File: config.mk
export PLATFORM = sky130hd
export DESIGN_NAME = decimal_to_seven_segment
export DESIGN_NICKNAME = d
export VERILOG_FILES = /design/src/rtl/decimal_to_seven_segment.sv
export SDC_FILE = /design/constraint.sdc
export NUM_CORES = 1
export LEC_CHECK = 0
export BUFFER_PORTS_ARGS = -buffer_cell sky130_fd_sc_hd__buf_2
export CAP_MARGIN = 20
export CELL_PAD_IN_SITES_DETAIL_PLACEMENT = 0
export CELL_PAD_IN_SITES_GLOBAL_PLACEMENT = 2
export CORE_MARGIN = 2
export CORE_UTILIZATION = 25
export CTS_CLUSTER_DIAMETER = 100
export DETAILED_ROUTE_END_ITERATION = 12
export PLACE_DENSITY_LB_ADDON = 0.1
export SLEW_MARGIN = 20
export SYNTH_ARGS = -nofsm -noshare
export SYNTH_HDL_FRONTEND = slang
export SYNTH_SLANG_ARGS = --single-unit
File: constraint.sdc
create_clock -name CLOCK_50 -period 0.85 [get_ports CLOCK_50]
set_input_delay 0.085 -clock CLOCK_50 [delete_from_list [all_inputs] [get_ports CLOCK_50]]
set_output_delay 0.085 -clock CLOCK_50 [all_outputs]
set_load 0.05 [all_outputs]
File: src/rtl/decimal_to_seven_segment.sv
// rtl/decimal_to_seven_segment.sv - registered BCD to 7-segment decoder with blank, lamp test and polarity
// Lit vector is resolved combinationally, then polarity is applied as it enters the output register.
module decimal_to_seven_segment #(
  parameter bit          ACTIVE_LOW   = 1'b1,
  parameter int unsigned INVALID_MODE = 0
) (
  input  logic       CLOCK_50,
  input  logic       reset,
  input  logic [3:0] digit,
  input  logic       blank,
  input  logic       lamp_test,
  output logic [6:0] seg
);

  localparam logic [6:0] LIT_NONE = 7'b0000000;
  localparam logic [6:0] LIT_ALL  = 7'b1111111;
  localparam logic [6:0] LIT_DASH = 7'b1000000;

  logic [6:0] lit;

  // Fallback for 10-15 and any unresolvable code; unknown modes read as blank.
  function automatic logic [6:0] invalid_lit(input logic [3:0] code);
    logic [6:0] r;
    r = LIT_NONE;
    if (INVALID_MODE == 1) begin
      case (code)
        4'd10:   r = 7'b1110111;
        4'd11:   r = 7'b1111100;
        4'd12:   r = 7'b0111001;
        4'd13:   r = 7'b1011110;
        4'd14:   r = 7'b1111001;
        4'd15:   r = 7'b1110001;
        default: r = LIT_NONE;
      endcase
    end else if (INVALID_MODE == 2) begin
      r = LIT_DASH;
    end
    return r;
  endfunction

  always_comb begin
    lit = LIT_NONE;
    if (lamp_test) begin
      lit = LIT_ALL;
    end else if (blank) begin
      lit = LIT_NONE;
    end else begin
      case (digit)
        4'd0:    lit = 7'b0111111;
        4'd1:    lit = 7'b0000110;
        4'd2:    lit = 7'b1011011;
        4'd3:    lit = 7'b1001111;
        4'd4:    lit = 7'b1100110;
        4'd5:    lit = 7'b1101101;
        4'd6:    lit = 7'b1111101;
        4'd7:    lit = 7'b0000111;
        4'd8:    lit = 7'b1111111;
        4'd9:    lit = 7'b1101111;
        default: lit = invalid_lit(digit);
      endcase
    end
  end

  always_ff @(posedge CLOCK_50) begin
    if (reset) begin
      seg <= ACTIVE_LOW ? ~LIT_NONE : LIT_NONE;
    end else begin
      seg <= ACTIVE_LOW ? ~lit : lit;
    end
  end

endmodule

After elaboration in Yosys (flattened, before gate mapping)
Memories as Yosys holds them, arrays and structs flattened.
Cells that the tools add are included.
Widths: inputs -> output; s select.
{"block": "word_totals", "latchBits": 0, "ramBits": 0, "memories": 1, "ff_bits": 7, "output_inout_bits": 7, "inputBits": 8, "rom_bits": 112, "elab_cells": 5}
{"name": "(name not given)", "depth": 16, "word_bits": 7, "rd": 1, "rd_ports_with_merged_regs": 0, "wr": 0, "line_no": "48", "text": "case (digit)"}
{"block": "op_classes", "add_sub_neg": 0, "muxes": 2, "mul": 0, "div": 0, "bitwise_logic": 1, "n_eq_ne": 0, "n_shift": 0, "reduce_logical": 0, "order_cmp": 0}
{"cell": "$mux 7", "n": 2}
{"cell": "$not 7->7", "n": 1}

Logic depth before layout (Yosys ltp)
Gate-level depths: netlist (run 1).
An unclocked memory read counts as a cell.
{"block": "depth", "depth_word": 4, "mapped_depth": 5, "depth_no_buf": 5}

Worst setup path after synthesis (run 1)
No wires, ideal clock.
{"block": "synth_timing", "path_kind": "input-to-reg", "start": "input port digit[0]", "end": "register seg[1]", "required_ps": 735, "n_path_buf": 0, "setup_time_ps": 115, "path_slack_ps": 41, "path_stages": 5, "arrival_time_ps": 694, "path_cell_list": "inv_1 -> ha_1 -> nor2_1 -> nor2_1 -> o21a_1"}
{"block": "synth_between", "elab_chain_len": 4}
{"element": "from (decl)", "line_no": "9", "text": "input logic [3:0] digit,"}
{"element": "$mem_v2 16x7"}
{"element": "$mux 7", "line_no": "45", "text": "end else if (blank) begin"}
{"element": "$mux 7", "line_no": "43", "text": "if (lamp_test) begin"}
{"element": "$not 7->7", "line_no": "68", "text": "seg <= ACTIVE_LOW ? ~lit : lit;"}
{"element": "to (signal assigned)", "line_no": "66", "text": "seg <= ACTIVE_LOW ? ~LIT_NONE : LIT_NONE;"}
{"element": "to (signal assigned)", "line_no": "68"}
{"element": "to (decl)", "line_no": "12", "text": "output logic [6:0] seg"}
No other way between the ends.
A chain may end at the register's enable or synchronous reset.

Worst setup path after layout (run 1)
{"block": "layout_timing", "start": "register seg[1]", "end": "output port seg[1]"}
No word-level cell between the ends.

==> reports/results.tsv, run 1 <==
stage	metric	value	unit
synth	Post-Synth Simple-Gate Area	0.154	
hold_path	Tightest Hold Check Type	in2reg	
setup_path	Worst setup SP type	register	
pwr	PD cells	1570	nW/um2
detailed_routing	Vias/cell	4.27	
detailed_routing	Iter 0 DRT Violations	1	
cells_and_area	P&R area growth vs syn	38.5	%
detailed_routing	wire per inst	10.1	um
floorplan	cell row count	15	
timing	Pins Over Slew Limit	0	
cells_and_area	share of cells above drive strength 1	0.462	
grt	vias in the first global route	331	
pwr	maximum VDD drop	391	uV
pwr	Overall Power	952	uW
synth	Synth cell types	26	
clock_tree	clock sinks	7	
timing	Rel. slew slack	0.796	
floorplan	io pins	15	
cells_and_area	Reg area	140	um2
timing	setup tns final	0	ns
setup_path	CP max stage delay	0.31	ns
setup_path	CP cell instances	buf_4	
place	port bufs	14	
synth	XOR/XNOR Fraction of Synth Area	0.0199	
cells_and_area	Non-Filler Instances	82	
setup_path	CP endpoint kind	output pin	
synth	syn avg cell area	10.5	um2
floorplan	DIE AREA	2110	um2
grt	initial antenna violation count	0	
place	HPWL after DPL	718	um
cells_and_area	Top reg by flops	seg	
detailed_routing	DRT Wirelength	832	um
synth	multiplexer share of the synthesized area	0.0228	
cells_and_area	max reg flops	7	
clock_tree	Max H-tree Level	1	
timing	Period minus WS final	0.825	ns
grt	largest net degree at the start of global routing	11	
cells_and_area	Multi-input gate area	265	um2
synth	Synth Register Bits	7	
cells_and_area	commonest non-fill, non-tap cell in the layout	buf_4	
setup_path	Bufs and invs on worst path	1	
cells_and_area	biggest regs	seg x7	
synth	Synth Area in Compound Gates	0.265	
clock_tree	root buf cell	clkbuf_4	
timing	Hold Fails Final Rpt	0	
grt	GRT Total Usage	0.0899	
setup_path	Max FO, Critical Path	1	
synth	syn_nets	55	
synth	main combinational cell family by area after synthesis	compound AO/OA/AOI/OAI gates	
synth	Synth Cell Area	439	um2
clock_tree	clk buf depth	2	
clock_tree	clock slew at reported path FFs	0.05	ns
hold_path	Hold EP	seg[6]	
clock_tree	CTS tree	yes	
floorplan	die width	45.9	um
synth	post-synthesis adder-cell area fraction	0.142	
timing	worst slew pin tran	0.302	ns
setup_path	cell family with the largest share of critical-path delay	flip-flops	
synth	synth warn	0	
cells_and_area	n_diodes	0	
setup_path	arrival time worst endpoint	0.74	ns
detailed_routing	Antenna Nets Post-Route	0	
detailed_routing	DRT Pass-1 Iters	2	
synth	sequential area share after synthesis	0.319	
cells_and_area	nets@finish	79	
setup_path	CP Class	reg2out	
run	Max-Cap Viols	0	
floorplan	Die Y	45.9	um
status	outcome	complete, no violations	
hold_path	Hold Path Depth	3	
cells_and_area	Fillers	190	
timing	ratio of final minimum period to clock period	0.971	
timing	RSZ-0062 raised after global routing	no	
setup_path	Crit path depth	1	
clock_tree	Num CTS Buffers	3	
grt	grt total ovfl	0	
clock_tree	hold_buf cts	0	
pwr	leakage power	0.000294	uW
floorplan	Initial Utilization	0.260	
setup_path	CP required	0.76	ns
timing	Final WS setup	0.0249	ns
setup_path	crit path max-delay cell type	dfxtp_1	
detailed_routing	via count	350	
timing	f_max	1.21	GHz
synth	Synth Instances	42	
clock_tree	setup repair bufs after CTS	0	
place	Setup WS pre-CTS	-0.195	ns
detailed_routing	DR DRC count	0	
cells_and_area	most frequent cells in the layout	buf_4 (14), buf_2 (7), dfxtp_1 (7)	
hold_path	hold_sp	reset	
place	GPL Wtd Cong	0.669	
place	dpl cells	78	
timing	Final Setup Violations	0	
grt	first-pass GRT wire length	1340	um
floorplan	Placeable Area	1690	um2
through the flow:
step	util	instance area, um2	hold slack, ns
5_1_grt	0.360	608	0.0891
6_report	0.360	608	0.0671
3_5_place_dp	0.334	564	0.314
2_1_floorplan	-	439	0.181
3_3_place_gp	0.334	564	0.311
4_1_cts	0.360	608	0.0611
cell type report:
cell class              instances  area share
clock buffers                   4      0.0432
inverters                       4      0.0247
multi-input cells              29       0.436
flip-flops and latches          7       0.230
well taps                      17      0.0350
repair buffers                 21       0.230
power by group:
part	switching [uW]	total (uW)	internal [uW]
registers	6.57	363	357
clock network	104	282	178
logic	188	307	119
total	299	952	654
repair_timing:
item                                   4_1_cts  5_1_grt
endpoints found under the hold margin        0        0
resized for setup                            7        0
setup endpoints to repair                    7        0
metal layers:
| metal | track usage | vias up | share of wire |
|---|---|---|---|
| met5 | 0 | - | 0 |
| li1 | - | 188 | - |
| met2 | 0.158 | 12 | 0.49 |
| met3 | 0.0159 | 0 | 0.060 |
| met1 | 0.0991 | 150 | 0.45 |
| met4 | 0.0514 | 0 | 0 |
cell usage after synthesis, drive strengths merged:
cell    n  area (um2)
o21a    2        22.5
o21ba   1        10.0
or2     1        6.26
nand2   1        3.75
o21ai   3        26.3
o31ai   3        27.5
mux2i   1        10.0
buf     2        18.8
nor3b   1        12.5
nand2b  1        6.26
o41ai   2        25.0
a21oi   1        5.00
nor3    1        5.00
inv     4        15.0
nor2    2        7.51
dfxtp   7         140
xnor2   1        8.76
ha      5        62.6
nor2b   3        26.3
cell families (layout without fill, tap and decap cells):
family                     count (synthesis)  after routing
muxes                                      1              1
DFF                                        7              7
xor gates and xnor gates                   1              1
and+or+nand+nor                           10             10
buffers and inverters                      6             29
adders and majority gates                  5              5
AOI/OAI and AO/OA                         12             12
how the worst max path moves through the flow:
stage	start	endpoint	slack [ns]
after floorplan	digit[0]	seg[1]	0.04
after global placement	digit[0]	seg[1]	-0.15
after detailed placement	digit[0]	seg[1]	-0.19
after CTS	seg[1]	seg[1]	0.006
after global routing	seg[6]	seg[6]	0.0002
final	seg[1]	seg[1]	0.02
(Power assumes the default switching activity.)
==> run 2: changes to the inputs <==
- REMOVE_ABC_BUFFERS: not set -> 1
==> reports/results.tsv, run 2 (synthesized netlist as in run 1, its figures left out) <==
stage	metric	value	unit	change
cells_and_area	commonest non-fill, non-tap cell in the layout	buf_4		unchanged
floorplan	io pins	15		unchanged
timing	f_max	1.22	GHz	was 1.21 GHz
timing	worst slew pin tran	0.287	ns	was 0.302 ns
setup_path	CP max stage delay	0.30	ns	was 0.31 ns
pwr	maximum VDD drop	405	uV	was 391 uV
grt	largest net degree at the start of global routing	11		unchanged
place	HPWL after DPL	731	um	was 718 um
clock_tree	root buf cell	clkbuf_4		unchanged
hold_path	hold_sp	reset		unchanged
pwr	Overall Power	959	uW	was 952 uW
timing	Period minus WS final	0.820	ns	was 0.825 ns
setup_path	CP Class	reg2out		unchanged
clock_tree	Max H-tree Level	1		unchanged
timing	Final Setup Violations	0		unchanged
grt	grt total ovfl	0		unchanged
clock_tree	clk buf depth	2		unchanged
clock_tree	hold_buf cts	0		unchanged
detailed_routing	Vias/cell	4.32		was 4.27
timing	ratio of final minimum period to clock period	0.965		was 0.971
setup_path	arrival time worst endpoint	0.73	ns	was 0.74 ns
detailed_routing	Iter 0 DRT Violations	4		was 1
pwr	leakage power	0.000292	uW	was 0.000294 uW
floorplan	Initial Utilization	0.260		unchanged
pwr	PD cells	1570	nW/um2	about the same
timing	Hold Fails Final Rpt	0		unchanged
setup_path	Max FO, Critical Path	1		unchanged
setup_path	Crit path depth	1		unchanged
clock_tree	setup repair bufs after CTS	0		unchanged
place	post-place instance area	557	um2	was 564 um2
clock_tree	clock slew at reported path FFs	0.05	ns	about the same
cells_and_area	share of cells above drive strength 1	0.469		was 0.462
floorplan	Die Y	45.9	um	unchanged
pwr	clock power share	0.296		about the same
detailed_routing	DR DRC count	0		unchanged
cells_and_area	most frequent cells in the layout	buf_4 (11), buf_2 (7), dfxtp_1 (6)		was buf_4 (14), buf_2 (7), dfxtp_1 (7)
cells_and_area	max reg flops	7		unchanged
floorplan	cell row count	15		unchanged
pwr	sequential share of power	0.381		about the same
cells_and_area	post-route cell area	609	um2	was 608 um2
cells_and_area	n_diodes	0		unchanged
run	Max-Cap Viols	0		unchanged
detailed_routing	via count	350		unchanged
clock_tree	CTS tree	yes		unchanged
setup_path	CP endpoint kind	output pin		unchanged
cells_and_area	P&R area growth vs syn	38.7	%	was 38.5%
hold_path	Hold Path Depth	3		unchanged
timing	setup tns final	0	ns	unchanged
cells_and_area	Top reg by flops	seg		unchanged
status	outcome	complete, no violations		unchanged
pwr	Switching Share	0.315		was 0.314
setup_path	cell family with the largest share of critical-path delay	flip-flops		unchanged
clock_tree	clock sinks	7		unchanged
pwr	P_sw	303	uW	was 299 uW
detailed_routing	DRT Wirelength	840	um	was 832 um
cells_and_area	biggest regs	seg x7		unchanged
detailed_routing	Antenna Nets Post-Route	0		unchanged
timing	Rel. slew slack	0.806		was 0.796
grt	vias in the first global route	311		was 331
setup_path	crit path max-delay cell type	dfxtp_1		unchanged
setup_path	Worst setup SP type	register		unchanged
pwr	Gate power share	0.323		about the same
setup_path	CP required	0.76	ns	about the same
pwr	P_int	657	uW	was 654 uW
place	GPL Wtd Cong	0.658		was 0.669
cells_and_area	Final Util	0.361		was 0.360
floorplan	Placeable Area	1690	um2	unchanged
hold_path	Tightest Hold Check Type	in2reg		unchanged
grt	first-pass GRT wire length	1280	um	was 1340 um
grt	GRT Total Usage	0.0849		was 0.0899
setup_path	Bufs and invs on worst path	1		unchanged
clock_tree	Num CTS Buffers	3		unchanged
detailed_routing	wire per inst	10.4	um	was 10.1 um
detailed_routing	DRT Pass-1 Iters	2		unchanged
timing	RSZ-0062 raised after global routing	no		unchanged
timing	Pins Over Slew Limit	0		unchanged
floorplan	die width	45.9	um	unchanged
cells_and_area	nets@finish	78		was 79
floorplan	DIE AREA	2110	um2	unchanged
hold_path	Hold EP	seg[6]		unchanged
setup_path	CP cell instances	buf_4		unchanged
timing	worst hold margin	0.0678	ns	was 0.0671 ns
place	port bufs	14		unchanged
grt	initial antenna violation count	0		unchanged
-- run 2: per-layer routing --
| metal | up-vias | track usage | part of all wire | wire length, um |
|---|---|---|---|---|
| met4 | 0 | 0.0343 | 0 | 0 |
| li1 | 187 | - | - | - |
| met3 | 0 | 0.0238 | 0.064 | 54 |
| met2 | 12 | 0.147 | 0.47 | 392 |
| met5 | - | 0 | 0 | 0 |
| met1 | 151 | 0.0962 | 0.47 | 393 |
-- run 2: how the worst max path moves through the flow --
stage	from	endpoint
4_1_cts	seg[1]	seg[1]
3_5_place_dp	digit[0]	seg[1]
6_report	seg[3]	seg[3]
5_1_grt	seg[5]	seg[5]
3_3_place_gp	digit[0]	seg[1]
2_1_floorplan	digit[0]	seg[1]
-- run 2: timing repair --
action                     4_1_cts  5_1_grt
resized for setup                7        3
setup endpoints to repair        7        2
hold endpoints to repair         0        0
-- run 2: layout make-up --
type,instances,area (um2)
Timing Repair Buffer,20,140
Tap cell,17,21.3
Multi-Input combinational cell,29,265
Sequential cell,7,141
Inverter,4,15.0
Fill cell,189,1080
Clock buffer,4,26.3
-- run 2: worst min-delay path: cells and delay by family --
| kind | cells | cell delay (ns) |
|---|---|---|
| buffers and inverters | 2 | 0.14 |
| AOI/OAI and AO/OA | 1 | 0.05 |
-- run 2: stage by stage --
stage	cells	setup slack, ns
4_1_cts	81	0.00349
5_1_grt	81	0.000786
6_report	81	0.0301
3_5_place_dp	77	-0.185
3_3_place_gp	77	-0.153
2_1_floorplan	40	0.0410
-- run 2: power groups by stage --
stage | combinational [uW] | sequential (uW) | clock [uW]
3_5_place_dp | 292 | 368 | 0
4_1_cts | 309 | 363 | 299
3_3_place_gp | 288 | 368 | 0
2_1_floorplan | 88.3 | 467 | 0
5_1_grt | 332 | 367 | 323
6_report | 310 | 365 | 284
==> run 3: changes to the inputs <==
- ABC_AREA: not set -> 1
- BUFFER_PORTS_ARGS: -buffer_cell sky130_fd_sc_hd__buf_2 -> -buffer_cell sky130_fd_sc_hd__buf_4
- CORE_UTILIZATION: 25 -> 21
==> reports/results.tsv, run 3 <==
stage	metric	value	unit	change
status	outcome	complete, no violations		unchanged
pwr	Switching Share	0.308		was 0.315
timing	worst slew pin tran	0.202	ns	was 0.287 ns
timing	Final Setup Violations	0		unchanged
setup_path	Worst setup SP type	register		unchanged
synth	Most used DFF post-synth	dfxtp_1		unchanged
cells_and_area	most frequent cells in the layout	nand2_1 (25), buf_4 (10), buf_6 (6)		was buf_4 (11), buf_2 (7), dfxtp_1 (6)
setup_path	Critical path destination	seg[0]		was seg[3]
cells_and_area	max reg flops	7		unchanged
setup_path	CP Class	reg2out		unchanged
hold_path	Hold Path Depth	2		was 3
synth	Synth area leaders	dfxtp_1 (35%), nand2_1 (23%), ha_1 (16%), nand3_1 (6.3%), inv_1 (4.7%)		was dfxtp_1 (32%), ha_1 (14%), o21ai_4 (3.7%), o41ai_2 (3.7%), inv_1 (3.4%)
detailed_routing	DRT Pass-1 Iters	4		was 2
cells_and_area	Fillers	218		was 189
detailed_routing	Iter 0 DRT Violations	5		was 4
setup_path	CP endpoint kind	output pin		unchanged
detailed_routing	DR DRC count	0		unchanged
setup_path	CP max stage delay	0.30	ns	about the same
cells_and_area	Reg area	143	um2	was 141 um2
synth	Post-synth EDFFs	0		unchanged
clock_tree	clock sinks	7		unchanged
grt	GRT Total Usage	0.0875		was 0.0849
synth	synth cell count leaders	nand2_1 (25), dfxtp_1 (7), ha_1 (5), inv_1 (5), nand3_1 (5)		was dfxtp_1 (7), ha_1 (5), inv_1 (4)
synth	ys async rst share	0		unchanged
pwr	leakage power	0.000321	uW	was 0.000292 uW
synth	largest area contributor in the netlist	dfxtp_1		unchanged
setup_path	crit path max-delay cell type	dfxtp_1		unchanged
grt	vias in the first global route	343		was 311
cells_and_area	biggest regs	seg x7		unchanged
timing	Period minus WS final	0.811	ns	was 0.820 ns
timing	Rel. slew slack	0.865		was 0.806
setup_path	CP cell instances	buf_4		unchanged
cells_and_area	nets@finish	90		was 78
timing	f_max	1.23	GHz	was 1.22 GHz
pwr	P_sw	286	uW	was 303 uW
run	Max-Cap Viols	0		unchanged
synth	Synth Cell Area	400	um2	was 439 um2
clock_tree	Max H-tree Level	1		unchanged
clock_tree	clock slew at reported path FFs	0.05	ns	about the same
setup_path	cell family with the largest share of critical-path delay	flip-flops		unchanged
floorplan	Initial Utilization	0.227		was 0.260
timing	Hold Fails Final Rpt	0		unchanged
synth	sequential area share after synthesis	0.350		was 0.319
setup_path	CP required	0.76	ns	about the same
synth	Yosys top cell area share	0.350		was 0.319
floorplan	cell row count	15		unchanged
place	port bufs	14		unchanged
setup_path	arrival time worst endpoint	0.73	ns	about the same
setup_path	Max FO, Critical Path	1		unchanged
clock_tree	clk buf depth	2		unchanged
floorplan	die width	47.7	um	was 45.9 um
cells_and_area	post-route cell area	603	um2	was 609 um2
cells_and_area	Multi-input gate area	213	um2	was 265 um2
pwr	maximum VDD drop	1020	uV	was 405 uV
place	HPWL after DPL	650	um	was 731 um
setup_path	CP Launch Point	seg[0]		was seg[3]
clock_tree	root buf cell	clkbuf_4		unchanged
detailed_routing	via count	391		was 350
cells_and_area	Top reg by flops	seg		unchanged
floorplan	DIE AREA	2270	um2	was 2110 um2
clock_tree	CTS tree	yes		unchanged
clock_tree	Num CTS Buffers	3		unchanged
cells_and_area	commonest non-fill, non-tap cell in the layout	nand2_1		was buf_4
hold_path	hold_sp	lamp_test		was reset
grt	initial antenna violation count	0		unchanged
cells_and_area	P&R area growth vs syn	50.6	%	was 38.7%
clock_tree	hold_buf cts	0		unchanged
pwr	PD cells	1540	nW/um2	was 1570 nW/um2
pwr	Gate power share	0.296		was 0.323
place	post-place instance area	552	um2	was 557 um2
detailed_routing	DRT Wirelength	769	um	was 840 um
timing	ratio of final minimum period to clock period	0.954		was 0.965
floorplan	io pins	15		unchanged
cells_and_area	n_diodes	0		unchanged
setup_path	Bufs and invs on worst path	1		unchanged
timing	Pins Over Slew Limit	0		unchanged
grt	first-pass GRT wire length	1320	um	was 1280 um
synth	syn avg cell area	7.15	um2	was 10.5 um2
pwr	sequential share of power	0.391		was 0.381
detailed_routing	wire per inst	7.61	um	was 10.4 um
synth	Synth Register Bits	7		unchanged
synth	synth warn	0		unchanged
pwr	Overall Power	928	uW	was 959 uW
grt	grt total ovfl	0		unchanged
hold_path	Tightest Hold Check Type	in2reg		unchanged
pwr	clock power share	0.313		was 0.296
synth	Synth Instances	56		was 42
setup_path	Crit path depth	1		unchanged
detailed_routing	Antenna Nets Post-Route	0		unchanged
floorplan	Die Y	47.7	um	was 45.9 um
cells_and_area	share of cells above drive strength 1	0.355		was 0.469
timing	setup tns final	0	ns	unchanged
cells_and_area	Final Util	0.342		was 0.361
synth	Synth cell types	12		was 26
pwr	P_int	642	uW	was 657 uW
synth	most common cell in the netlist	nand2_1		was dfxtp_1
detailed_routing	Vias/cell	3.87		was 4.32
place	GPL Wtd Cong	0.684		was 0.658
floorplan	Placeable Area	1760	um2	was 1690 um2
grt	largest net degree at the start of global routing	8		was 11
==> run 3: cell count changes after synthesis, moves of 2 or more <==
| cell | change |
|---|---|
| inv_2 | +3 |
| nand2_1 | +24 |
| nand3_1 | +5 |
| nor2b_1 | -2 |
| o31ai_1 | -2 |
==> run 3: through the flow <==
step	setup slack [ns]	hold slack (ns)	cells
after floorplan	0.0803	0.183	56
after global placement	-0.0863	0.283	97
after detailed placement	-0.0884	0.288	97
after CTS	0.0115	0.0245	101
after global routing	-0.00695	0.0221	101
final	0.0390	0.0220	101
==> run 3: metal layers <==
| metal | global-route usage | share of wire | vias to the layer above |
|---|---|---|---|
| li1 | - | - | 207 |
| met1 | 0.104 | 0.50 | 176 |
| met2 | 0.127 | 0.46 | 8 |
| met3 | 0.0566 | 0.047 | 0 |
| met4 | 0.0324 | 0 | 0 |
| met5 | 0 | 0 | - |
==> run 3: kinds of logic after synthesis <==
logic type                 after synthesis  share of synthesized area
AOI/OAI and AO/OA                        2                     0.0250
adders and majority gates                5                      0.156
buffers and inverters                    9                      0.119
DFF                                      7                      0.350
and+or+nand+nor                         33                      0.350
==> run 3: power groups by stage <==
| stage | registers (uW) | clock network, uW | logic, uW |
|---|---|---|---|
| 4_1_cts | 358 | 302 | 266 |
| 3_3_place_gp | 365 | 0 | 268 |
| 3_5_place_dp | 364 | 0 | 265 |
| 6_report | 363 | 291 | 275 |
| 5_1_grt | 365 | 335 | 302 |
| 2_1_floorplan | 448 | 0 | 88.3 |
==> run 3: area by class of cell <==
cell class / instances / area share
multi-input combinational: 40 / 0.353
sequential: 7 / 0.237
timing repair buffer: 16 / 0.237
inverter: 9 / 0.0788
tap: 25 / 0.0519
clock buffer: 4 / 0.0436
==> run 3: worst min path at each step <==
stage              to  slack [ns]
5_1_grt        seg[4]        0.02
4_1_cts        seg[4]        0.02
6_report       seg[4]        0.02
3_5_place_dp   seg[4]        0.29
2_1_floorplan  seg[4]        0.18
3_3_place_gp   seg[4]        0.28
==> run 3: repair_timing <==
item | 4_1_cts | 5_1_grt
endpoints found under the setup margin | 0 | 6
hold endpoints to repair | 0 | 0
setup buffers | 0 | 0
gates resized for setup | 0 | 8
